<file path="config.mk">
export PLATFORM = sky130hd
export DESIGN_NAME = regfile_dump
export DESIGN_NICKNAME = d
export VERILOG_FILES = /design/src/rtl/regfile_dump.sv
export SDC_FILE = /design/constraint.sdc
export NUM_CORES = 1
export LEC_CHECK = 0
export BUFFER_PORTS_ARGS = -buffer_cell sky130_fd_sc_hd__buf_2
export CAP_MARGIN = 10
export CORE_AREA = 2 2 85 103
export DETAILED_ROUTE_END_ITERATION = 6
export DIE_AREA = 0 0 87 105
export SLEW_MARGIN = 30
export SYNTH_ARGS = -nofsm -noshare
export SYNTH_HDL_FRONTEND = slang
export SYNTH_SLANG_ARGS = --single-unit
</file>
<file path="constraint.sdc">
create_clock -name clock -period 2 [get_ports clock]
set_clock_uncertainty 0.1 [all_clocks]
set_input_delay 0.2 -clock clock [delete_from_list [all_inputs] [get_ports clock]]
set_output_delay 0.2 -clock clock [all_outputs]
set_load 0.05 [all_outputs]
</file>
<file path="src/rtl/regfile_dump.sv">
// Register-file debug dump: streams {index, data[31:0]} frames over a valid/ready byte port.
// Define REGDUMP_CHECKSUM_EN to append a trailing XOR checksum byte after the last frame.
module regfile_dump #(
  parameter int unsigned NUM_REGS = 32
) (
  input  logic        clock,
  input  logic        reset,
  input  logic        start,
  output logic [4:0]  rd_addr,
  input  logic [31:0] rd_data,
  output logic [7:0]  byte_out,
  output logic        byte_valid,
  input  logic        byte_ready,
  output logic        busy,
  output logic        done
);

`ifdef REGDUMP_CHECKSUM_EN
  typedef enum logic [2:0] {StIdle, StAddr, StSend, StCsum, StDone} state_e;
`else
  typedef enum logic [2:0] {StIdle, StAddr, StSend, StDone} state_e;
`endif

  state_e      state_q, state_d;
  logic [4:0]  idx_q;
  logic [2:0]  cnt_q;
  logic [39:0] frame_q;
  logic [7:0]  frame_byte;
  logic        xfer;
  logic        last_reg;
  logic        last_byte;

  assign rd_addr   = idx_q;
  assign xfer      = byte_valid & byte_ready;
  assign last_reg  = (idx_q == 5'(NUM_REGS - 1));
  assign last_byte = (cnt_q == 3'd4);

  always_ff @(posedge clock or posedge reset) begin
    if (reset) begin
      state_q <= StIdle;
    end else begin
      state_q <= state_d;
    end
  end

  always_comb begin
    state_d = state_q;
    unique case (state_q)
      StIdle: if (start) state_d = StAddr;
      StAddr: state_d = StSend;
      StSend: begin
        if (xfer && last_byte) begin
          if (!last_reg) begin
            state_d = StAddr;
          end else begin
`ifdef REGDUMP_CHECKSUM_EN
            state_d = StCsum;
`else
            state_d = StDone;
`endif
          end
        end
      end
`ifdef REGDUMP_CHECKSUM_EN
      StCsum: if (xfer) state_d = StDone;
`endif
      StDone: state_d = StIdle;
      default: state_d = StIdle;
    endcase
  end

  // Register data is sampled once, on the edge that leaves ADDR.
  always_ff @(posedge clock or posedge reset) begin
    if (reset) begin
      idx_q   <= 5'd0;
      cnt_q   <= 3'd0;
      frame_q <= 40'd0;
    end else begin
      unique case (state_q)
        StIdle: if (start) idx_q <= 5'd0;
        StAddr: begin
          frame_q <= {3'b000, idx_q, rd_data};
          cnt_q   <= 3'd0;
        end
        StSend: begin
          if (xfer) begin
            cnt_q <= cnt_q + 3'd1;
            if (last_byte && !last_reg) idx_q <= idx_q + 5'd1;
          end
        end
        default: ;
      endcase
    end
  end

`ifdef REGDUMP_CHECKSUM_EN
  logic [7:0] csum_q;

  always_ff @(posedge clock or posedge reset) begin
    if (reset) begin
      csum_q <= 8'd0;
    end else if (state_q == StIdle && start) begin
      csum_q <= 8'd0;
    end else if (state_q == StSend && xfer) begin
      csum_q <= csum_q ^ frame_byte;
    end
  end
`endif

  always_comb begin
    frame_byte = 8'd0;
    unique case (cnt_q)
      3'd0:    frame_byte = frame_q[39:32];
      3'd1:    frame_byte = frame_q[31:24];
      3'd2:    frame_byte = frame_q[23:16];
      3'd3:    frame_byte = frame_q[15:8];
      3'd4:    frame_byte = frame_q[7:0];
      default: frame_byte = 8'd0;
    endcase
  end

  always_comb begin
    byte_out   = 8'd0;
    byte_valid = 1'b0;
    busy       = 1'b0;
    done       = 1'b0;
    unique case (state_q)
      StAddr: busy = 1'b1;
      StSend: begin
        busy       = 1'b1;
        byte_valid = 1'b1;
        byte_out   = frame_byte;
      end
`ifdef REGDUMP_CHECKSUM_EN
      StCsum: begin
        busy       = 1'b1;
        byte_valid = 1'b1;
        byte_out   = csum_q;
      end
`endif
      StDone: done = 1'b1;
      default: ;
    endcase
  end

endmodule

</file>
# [Word-level counts from Yosys, hierarchy flattened]
# Index checks and enable logic that the tools add are counted.
[word_totals] register_bits=48 latch_bits=0 ram_bits=0 romBits=0 inputBits=36 output_inout_bits=16 wordCells=45 n_memories=0
[classes] add_sub_neg=2 mul=0 div=0 magnitude_cmp=0 eq_ne=12 shifts=0 n_mux=15 bitwise=1 reduce_logical=11
[ops] op="$pmux W8 S5" count=1
[ops] op="$mux W5" count=3
[ops] op="$eq A3 B2 Y1 const B" count=4
[ops] op="$pmux W5 S2" count=1
[ops] op="$mux W3" count=3
[ops] op="$pmux W3 S3" count=1
[ops] op="$mux W8" count=1
[ops] op="$ne A2 B2 Y1 const B" count=4
[ops] op="$eq A3 B1 Y1 const B" count=2
[ops] op="$logic_not A3 Y1" count=2
[ops] op="$pmux W3 S2" count=1
[ops] op="$add A5 B1 Y5 const B" count=1
[ops] op="$eq A5 B5 Y1 const B" count=1
[ops] op="$reduce_and A2 Y1" count=2
[ops] op="$reduce_and A4 Y1" count=1
[ops] op="$reduce_bool A2 Y1" count=2
[ops] op="$add A3 B1 Y3 const B" count=1
[ops] op="$eq A3 B3 Y1 const B" count=1
[ops] op="$mux W1" count=3
[ops] op="$logic_and A1 B1 Y1" count=2
[ops] op="$mux W2" count=1
[ops] op="$reduce_or A2 Y1" count=1
[ops] op="$and A1 B1 Y1" count=1
[ops] op="$logic_not A1 Y1" count=1

# [Depth between registers and ports, before layout]
# Gate-level depths: netlist (run 1).
[logic_depth] depth_word=6 mapped_depth=7 ltp_nobuf=5

# [Least setup slack after synthesis (run 1)]
# Ideal clock, no wire load.
[synth_timing] path_kind="reg-to-output" from="register state_q[0]" to="output byte_out[0]" arrival_ns=2.705 required_ns=1.700 setup_slack_ns=-1.005 path_stages_with_launch=6 path_buffers=1 path_cell_list="dfrtp_1 > inv_1 > ha_1 > buf_2 > inv_1 > a211oi_1"
[synth_via] elab_chain_cells=2
[synth_lines] item="start: declaration" line_no="24" rtl="state_e state_q, state_d;"
[synth_lines] item="start signal: assignment" line_no="40" rtl="state_q <= StIdle;"
[synth_lines] item="start signal: assignment" line_no="42" rtl="state_q <= state_d;"
[synth_lines] item="$eq A3 B2 Y1" line_no="127" rtl="unique case (state_q)"
[synth_lines] item="$mux W8" line_no="127"
[synth_lines] item="end: declaration" line_no="11" rtl="output logic [7:0] byte_out,"
# No other way between the ends.

# [Worst setup path in the final report (run 1)]
[layout_timing] from="register cnt_q[0]" to="output byte_out[1]"
[layout_via] elab_chain_cells=3 word_cells_on_any_way=7 classes_between="eq/ne (4); mux (2); reduce/logical (1)"
[layout_lines] item="start: declaration" line_no="26" rtl="logic [2:0] cnt_q;"
[layout_lines] item="start signal: assignment" line_no="87" rtl="cnt_q <= cnt_q + 3'd1;"
[layout_lines] item="$eq A3 B3 Y1, or another cell as far along" line_no="112" rtl="unique case (cnt_q)"
[layout_lines] item="$pmux W8 S5 *" line_no="112"
[layout_lines] item="$mux W8 *" line_no="127"
# Mark *: on every way between the ends. The rest lies on a longest branch, timed or not.

==> results of run 1 <==
## power groups by stage
| stage | logic [uW] | clock network (uW) | registers [uW] |
|---|---|---|---|
| global placement | 2170 | 0 | 1590 |
| detailed placement | 2200 | 0 | 1600 |
| floorplan | 1640 | 0 | 1540 |
| finish | 2270 | 588 | 1590 |
| global route | 2460 | 643 | 1640 |
| CTS | 2270 | 604 | 1600 |
## synthesized netlist by cell type, types with 3 or more instances
cell type | n | share of area
dfrtp_1 | 47 | 0.49
mux2_2 | 42 | 0.20
ha_1 | 12 | 0.063
nand2_1 | 11 | 0.017
inv_1 | 10 | 0.016
a211oi_1 | 5 | 0.016
a222oi_1 | 5 | 0.021
buf_2 | 5 | 0.010
a32o_1 | 4 | 0.017
mux2i_1 | 4 | 0.017
a21oi_1 | 3 | 0.0063
a22o_1 | 3 | 0.011
nor3_1 | 3 | 0.0063
## final cells by class
type | count | area, um^2
fill | 765 | 4830
multi-input combinational | 119 | 1280
sequential | 47 | 1180
timing repair buffer | 74 | 518
tap | 95 | 119
clock buffer | 7 | 86.3
inverter | 10 | 41.3
clock inverter | 1 | 5.00
## cell families (layout without fill, tap and decap cells)
logic type / after synthesis / in the layout / share of synthesized area
buffers and inverters: 19 / 92 / 0.0394
flip-flops: 47 / 47 / 0.493
multiplexers: 46 / 46 / 0.215
AO/OA/AOI/OAI: 33 / 33 / 0.115
AND/OR/NAND/NOR: 28 / 28 / 0.0740
adder cells (fa/ha/maj): 12 / 12 / 0.0630
## metrics by stage
step / worst slack, ns / cells / util
CTS: -0.230 / 352 / 0.398
global placement: 0.000477 / 343 / 0.373
floorplan: -0.0996 / 185 / -
finish: -0.192 / 353 / 0.401
detailed placement: -0.0505 / 343 / 0.373
global route: -0.297 / 353 / 0.401
## worst min path at each step
| stage | to | slack (ns) | cells past startpoint |
|---|---|---|---|
| detailed placement | frame_q[8] | 0.18 | 2 |
| global placement | frame_q[8] | 0.17 | 2 |
| global route | frame_q[16] | 0.02 | 2 |
| CTS | frame_q[12] | 0.03 | 2 |
| floorplan | cnt_q[0] | 0.24 | 2 |
| finish | frame_q[3] | 0.03 | 2 |
## sequential cells by signal (all words and copies together) (netlist names)
register / count
cnt_q: 3
frame_q: 37
rd_addr: 5
state_q: 2
## worst max-delay path: stages (launching register included)
cell and delay (ns):
dfrtp_2 0.43, inv_2 0.07, ha_4 0.16, and2b_2 0.23, a222oi_1 0.43, a211oi_4 0.11
buf_6 0.17
## what timing repair did
action                                  4_1_cts  5_1_grt
endpoints found under the setup margin        8        8
pin swaps                                    14        4
resized for setup                            31        0
hold buffers                                  1        0
hold endpoints to repair                     22        0
buffers inserted                              0        1
## metal layers
layer | up-vias | routed length (um) | GRT usage
met5 | - | 0 | 0
met4 | 0 | 94 | 0.0458
met1 | 854 | 2310 | 0.154
li1 | 828 | - | -
met3 | 7 | 231 | 0.0300
met2 | 42 | 2790 | 0.209
==> reports/results.tsv, run 1 <==
metric	value	unit
status	complete, but fails checks	
violations	negative setup slack	
vias	1731	
synth_area_per_cell	12.9	um^2
worstSetupPathType	reg -> out	
hold_violations	0	
stdcell_area	3230	um^2
netlist_area	2380	um^2
root_buffer	clkbuf_8	
wl_per_cell	15.4	um
cp-start-kind	flop	
die_h	105	um
worstPathMaxFanout	5	
max_cap_viol_count	0	
pwr-share-seq	0.358	
routed_via_density	4.90	
period_share	1.10	
p_sw_frac	0.382	
layout_min_cycle_time	2.19	ns
slew_viol_final	0	
synth_edf_count	0	
die_w	87	um
p_per_area	1380	nW/um^2
clkSinkCount	47	
insertedDiodeCount	0	
boundaryPins	52	
synth-seq-cells	47	
power_leakage	0.00141	uW
syn_inst	185	
final.setup.tns	-1.36	ns
cts_buffer_depth	2	
synth_fp_nets	233	
crit_end	byte_out[1]	
cts_tree	built	
overflow	0	
required	1.70	ns
critPathCaptureType	primary output	
p_clk_frac	0.132	
ys_seq_area_frac	0.493	
r2r_end	state_q[1]	
finalSetupViolations	8	
rows	36	
startpoint	cnt_q[0]	
worst-r2r-cell-count	6	
synth_ff_type	dfrtp_1	
min_from	rd_data[3]	
hpwl	4270	um
max_freq	456	MHz
num-nets-final	305	
peakVddDrop	663	uV
grt_pass1_vias	1760	
antenna_found_initial	0	
grt_pass1_wl	8840	um
slew_headroom	0.658	
power.total	4450	uW
port_buffers	51	
drtPass1Iterations	4	
p_switching	1700	uW
core_area	8060	um^2
ant_nets	0	
fin_ws	-0.192	ns
hold_path.class	in -> reg	
clkLatencyLatePin	0.30	ns
synthDistinctLibCells	39	
track_usage	0.125	
grt_max_degree	25	
internal_power	2750	uW
numCtsBuffers	5	
r2r_start	cnt_q[0]	
async_flop_share	1.00	
start_util	0.296	
yosysWarnings	0	
area_growth	35.5	%
routed_wl	5430	um
placed_area	3010	um^2
dieArea	9140	um^2
tightest_slew	0.512	ns
gp_congestion	0.742	
htree_levels	2	
cts.clk_slew.worst_paths	0.09	ns
drive_above_1_share	0.593	
rsz0062_at_grt	true	
final_cell_mix	dfrtp_1 (43), buf_2 (43), mux2_2 (42)	
drt_iter0_markers	47	
combPwrFrac	0.510	
rrSetupSlack	0.15	ns
whs	0.0277	ns
drc	0	
critPathArrivalTime	1.89	ns
Note: power is estimated with default switching activity, not from simulation.
==> run 2, diff against run 1 <==
ABC_AREA = 1   (was default)
==> reports/results.tsv, run 2 <==
metric	value	unit
start_util	0.295	
drc	0	
cp_slowest_cell	dfrtp_1	
critPathBufInv	3	
hold_path.class	in -> reg	
top_layer_used	met4	
multiInputGateArea	1180	um^2
status	complete, but fails checks	
largest_reg_flops	37	
root_buffer	clkbuf_8	
synth-seq-cells	47	
num-nets-final	449	
drt_iter0_markers	89	
htree_levels	2	
violations	negative setup slack	
netlist_area	2380	um^2
worstPathMaxFanout	8	
required	1.70	ns
clkLatencyLatePin	0.30	ns
internal_power	2440	uW
nFillCells	831	
placed_area	2770	um^2
grt_pass1_wl	10300	um
dieArea	9140	um^2
cp-start-kind	flop	
p_sw_frac	0.444	
antenna_found_initial	0	
cts_buffer_depth	2	
pwr-share-seq	0.356	
slew_headroom	0.587	
port_buffers	51	
met3_length	181	um
area_growth	42.3	%
fin_util	0.420	
final_cell_mix	nand2_1 (136), dfrtp_1 (46), buf_2 (43)	
synth_area_leaders	dfrtp_1 (49%), nand2_1 (22%), ha_1 (6.3%), o21ai_0 (5.3%), inv_1 (4.4%)	
fin_cells	497	
vias	2194	
peakVddDrop	468	uV
die_h	105	um
overflow	0	
finalSetupViolations	8	
tightest_slew	0.619	ns
wl_met2	2930	um
fin_ws	-0.0404	ns
grt_pass1_vias	2173	
core_area	8060	um^2
wl_per_cell	12.3	um
routed_via_density	4.41	
synth.top_cells.by_count	nand2_1 (138), dfrtp_1 (47), inv_1 (28)	
dp.cells	454	
max_freq	490	MHz
ant_nets	0	
drive_above_1_share	0.269	
hpwl	4220	um
synthDistinctLibCells	21	
synth_ff_type	dfrtp_1	
syn_inst	311	
ys_seq_area_frac	0.495	
crit_family	simple AND/OR/NAND/NOR gates	
p_switching	1950	uW
rsz0062_at_grt	true	
hold_violations	0	
worstSetupPathType	reg -> out	
critPathArrivalTime	1.74	ns
combPwrFrac	0.479	
clkSinkCount	47	
final-seq-area	1180	um^2
drtPass1Iterations	4	
boundaryPins	52	
synth_fp_nets	359	
cts.clk_slew.worst_paths	0.10	ns
grt_max_degree	48	
period_share	1.02	
numCtsBuffers	5	
m1WireLength	2880	um
slew_viol_final	0	
final.setup.tns	-0.166	ns
largest-register	frame_q	
p_per_area	1300	nW/um^2
synth_area_per_cell	7.64	um^2
stdcell_area	3380	um^2
async_flop_share	1.00	
yosys.area.top_type	dfrtp_1	
routed_wl	6100	um
layout_commonest_cell	nand2_1	
power_leakage	0.00174	uW
max_stage_delay	0.41	ns
rows	36	
synth_top_cell_area_share	0.495	
die_w	87	um
layout_min_cycle_time	2.04	ns
insertedDiodeCount	0	
yosysWarnings	0	
gp_congestion	0.817	
max_cap_viol_count	0	
track_usage	0.143	
synth_edf_count	0	
p_clk_frac	0.165	
synth_most_common_cell	nand2_1	
cts_tree	built	
crit_chain	inv_2 -> ha_4 -> inv_2 -> nor2_4 -> nand2_1 -> nand3_2 -> nor2_2 -> nor2_2 -> buf_6	
critPathCaptureType	primary output	
run 2: cell count changes in the layout (fill, tap and decap cells not counted), moves of 8 or more:
cell | before | now
dlygate4sd3_1 | 1 | 27
inv_1 | 5 | 23
mux2_2 | 42 | 0
nand2_1 | 11 | 136
nor2_1 | 0 | 13
nor2_2 | 0 | 9
o21ai_0 | 2 | 21
o21ai_1 | 0 | 8
run 2: power groups by stage:
stage	registers [uW]	clock network [uW]	logic (uW)
global route	1610	791	2380
floorplan	1560	0	1370
global placement	1580	0	1770
CTS	1560	759	2090
finish	1560	723	2100
detailed placement	1570	0	1810
run 2: final timing paths:
path / startpoint / end / slack [ns] / cells after the start
worst min-delay path: rd_data[25] / frame_q[25] / 0.002 / 3
worst max register to register: rd_addr[0] / rd_addr[4] / 0.28 / 10
worst min register to register: frame_q[4] / frame_q[4] / 0.37 / 2
max in group asynchronous: reset / cnt_q[2] / 0.87 / 4
min in group asynchronous: reset / frame_q[14] / 0.50 / 4
worst max-delay path: cnt_q[1] / byte_out[3] / -0.04 / 9
run 2: timing repair:
action                                 CTS  global route
setup endpoints to repair                8             8
gates resized for setup                 44             4
pin swaps                               13            10
setup buffers                            7             1
endpoints found under the hold margin   73             0
hold buffers                            27             0
run 2: cells by family (layout without fill, tap and decap cells):
group,Yosys count,count (layout),synth area share
compound gates,35,35,0.0816
fa+ha+maj,12,12,0.0632
buf+inv,39,130,0.0668
flops,47,47,0.495
simple gates,178,178,0.294
run 2: per-stage QoR:
stage / setup WS (ns) / hold WS [ns] / power (uW)
floorplan: -0.0338 / 0.212 / 2930
global placement: 0.0724 / 0.300 / 3340
detailed placement: 0.0515 / 0.302 / 3380
CTS: -0.0481 / 0.00184 / 4410
global route: -0.163 / 0.00718 / 4790
finish: -0.0404 / 0.00199 / 4390
run 2: tightest hold or removal path, stage by stage:
cell and delay [ns]:
buf_2 0.08, nand2_1 0.05, nand2_1 0.06
run 2: final cells by class:
| class | count | area share |
|---|---|---|
| multi-input cells | 225 | 0.348 |
| flip-flops and latches | 47 | 0.348 |
| well taps | 95 | 0.0351 |
| clock buffers | 5 | 0.0203 |
| repair buffers | 91 | 0.199 |
| inverters | 31 | 0.0359 |
| clock inverters | 3 | 0.0137 |
run 2: layer usage:
layer / vias to the layer above / track usage
met5: - / 0
met4: 0 / 0.0513
met3: 8 / 0.0269
met2: 38 / 0.238
met1: 1008 / 0.181
li1: 1140 / -
==> run 3, diff against run 2 <==
CTS_BUF_LIST = sky130_fd_sc_hd__clkbuf_2 sky130_fd_sc_hd__clkbuf_4 sky130_fd_sc_hd__clkbuf_8   (was default)
MAX_ROUTING_LAYER = met4   (was default)
SKIP_LAST_GASP = 1   (was default)
==> reports/results.tsv, run 3 (synthesis gave the netlist of run 2 again) <==
metric	value	unit
cp-start-kind	flop	
largest_reg_flops	37	
use_met3	0.0261	
cts_tree	built	
drt_iter0_markers	77	
finalSetupViolations	8	
fin_cells	497	
p_switching	1940	uW
internal_power	2440	uW
critPathBufInv	3	
crit_chain	inv_2 -> ha_4 -> inv_2 -> nor2_4 -> nand2_1 -> nand3_2 -> nor2_2 -> nor2_2 -> buf_6	
routed_wl	6080	um
dieArea	9140	um^2
antenna_found_initial	0	
largest-register	frame_q	
grt.met1_usage	0.181	
combPwrFrac	0.479	
min_from	rd_data[25]	
max_freq	490	MHz
htree_levels	2	
gr-max-usage-layer	met2	
drc	0	
whs	0.00188	ns
tightest_slew	0.606	ns
track_usage	0.147	
gp_congestion	0.829	
grt_pass1_wl	10300	um
required	1.70	ns
nFillCells	830	
cts.clk_slew.worst_paths	0.10	ns
wl_per_cell	12.2	um
num-nets-final	449	
grt_util_met2	0.238	
pwr-share-seq	0.356	
rows	36	
grt_max_degree	48	
layout_commonest_cell	nand2_1	
critPathCaptureType	primary output	
startpoint	cnt_q[1]	
die_w	87	um
fin_ws	-0.0418	ns
numCtsBuffers	5	
worstSetupPathType	reg -> out	
power_leakage	0.00174	uW
worstPathMaxFanout	8	
max_cap_viol_count	0	
die_h	105	um
hold_violations	0	
p_sw_frac	0.444	
grt_pass1_vias	2172	
peakVddDrop	468	uV
drtPass1Iterations	4	
cp_slowest_cell	dfrtp_1	
boundaryPins	52	
crit_family	simple AND/OR/NAND/NOR gates	
cts_buffer_depth	2	
pre_cts_slack	0.0515	ns
rsz0062_at_grt	true	
clkLatencyLatePin	0.30	ns
port_buffers	51	
area_growth	42.2	%
p_clk_frac	0.165	
clkSinkCount	47	
p_per_area	1300	nW/um^2
final.setup.tns	-0.189	ns
r2r_start	rd_addr[0]	
critPathArrivalTime	1.74	ns
dp.cells	454	
routed_via_density	4.39	
slew_viol_final	0	
start_util	0.295	
max_stage_delay	0.41	ns
status	complete, but fails checks	
overflow	0	
final_cell_mix	nand2_1 (137), dfrtp_1 (46), buf_2 (43)	
ant_nets	0	
insertedDiodeCount	0	
slew_headroom	0.596	
root_buffer	clkbuf_8	
hold_path.class	in -> reg	
hpwl	4220	um
drive_above_1_share	0.266	
layout_min_cycle_time	2.04	ns
core_area	8060	um^2
violations	negative setup slack	
period_share	1.02	
vias	2183	
run 3: metal layers:
metal	vias to the layer above	wire, um
met1	999	2870
met3	8	171
met2	36	2930
met4	0	104
met5	-	0
li1	1140	-
run 3: worst reg2reg max path, delay by kind of cell, from the launching register on:
family | cells | cell delay (ns)
adders and majority gates | 2 | 0.44
and+or+nand+nor | 8 | 0.60
DFF | 1 | 0.46
run 3: cell type report:
| class | count | area (um^2) | share of cell area |
|---|---|---|---|
| well taps | 95 | 119 | 0.0352 |
| flip-flops and latches | 47 | 1180 | 0.348 |
| clock buffers | 5 | 68.8 | 0.0204 |
| multi-input cells | 225 | 1170 | 0.348 |
| inverters | 31 | 121 | 0.0359 |
| clock inverters | 3 | 46.3 | 0.0137 |
| repair buffers | 91 | 673 | 0.199 |
run 3: per-stage QoR:
stage / utilization / area [um^2] / power, uW
after floorplan: - / 2400 / 2930
after global placement: 0.344 / 2770 / 3340
after detailed placement: 0.344 / 2770 / 3380
after CTS: 0.417 / 3360 / 4400
after global routing: 0.419 / 3380 / 4780
final: 0.419 / 3380 / 4380
run 3: path summary, 6_finish.rpt:
kind                               endpoint  slack (ns)  depth (start not counted)
worst min register to register   frame_q[4]        0.37                          2
max in group asynchronous          cnt_q[2]        0.88                          4
worst min-delay path            frame_q[25]       0.002                          3
worst max register to register   rd_addr[4]        0.28                         10
min in group asynchronous       frame_q[14]        0.49                          4
worst max-delay path            byte_out[3]       -0.04                          9
run 3: power groups by stage:
| stage | combinational, uW | clock, uW | sequential [uW] |
|---|---|---|---|
| after floorplan | 1370 | 0 | 1560 |
| after global placement | 1770 | 0 | 1580 |
| after detailed placement | 1810 | 0 | 1570 |
| after CTS | 2080 | 759 | 1560 |
| after global routing | 2380 | 791 | 1610 |
| final | 2100 | 722 | 1560 |
run 3: timing repair:
| action | 4_1_cts | 5_1_grt |
|---|---|---|
| setup endpoints to repair | 8 | 8 |
| pin swaps | 13 | 12 |
| hold buffers | 27 | 0 |
| setup buffers | 7 | 1 |
| hold endpoints to repair | 73 | 0 |
| resized for setup | 42 | 5 |
| cloned | 0 | 0 |
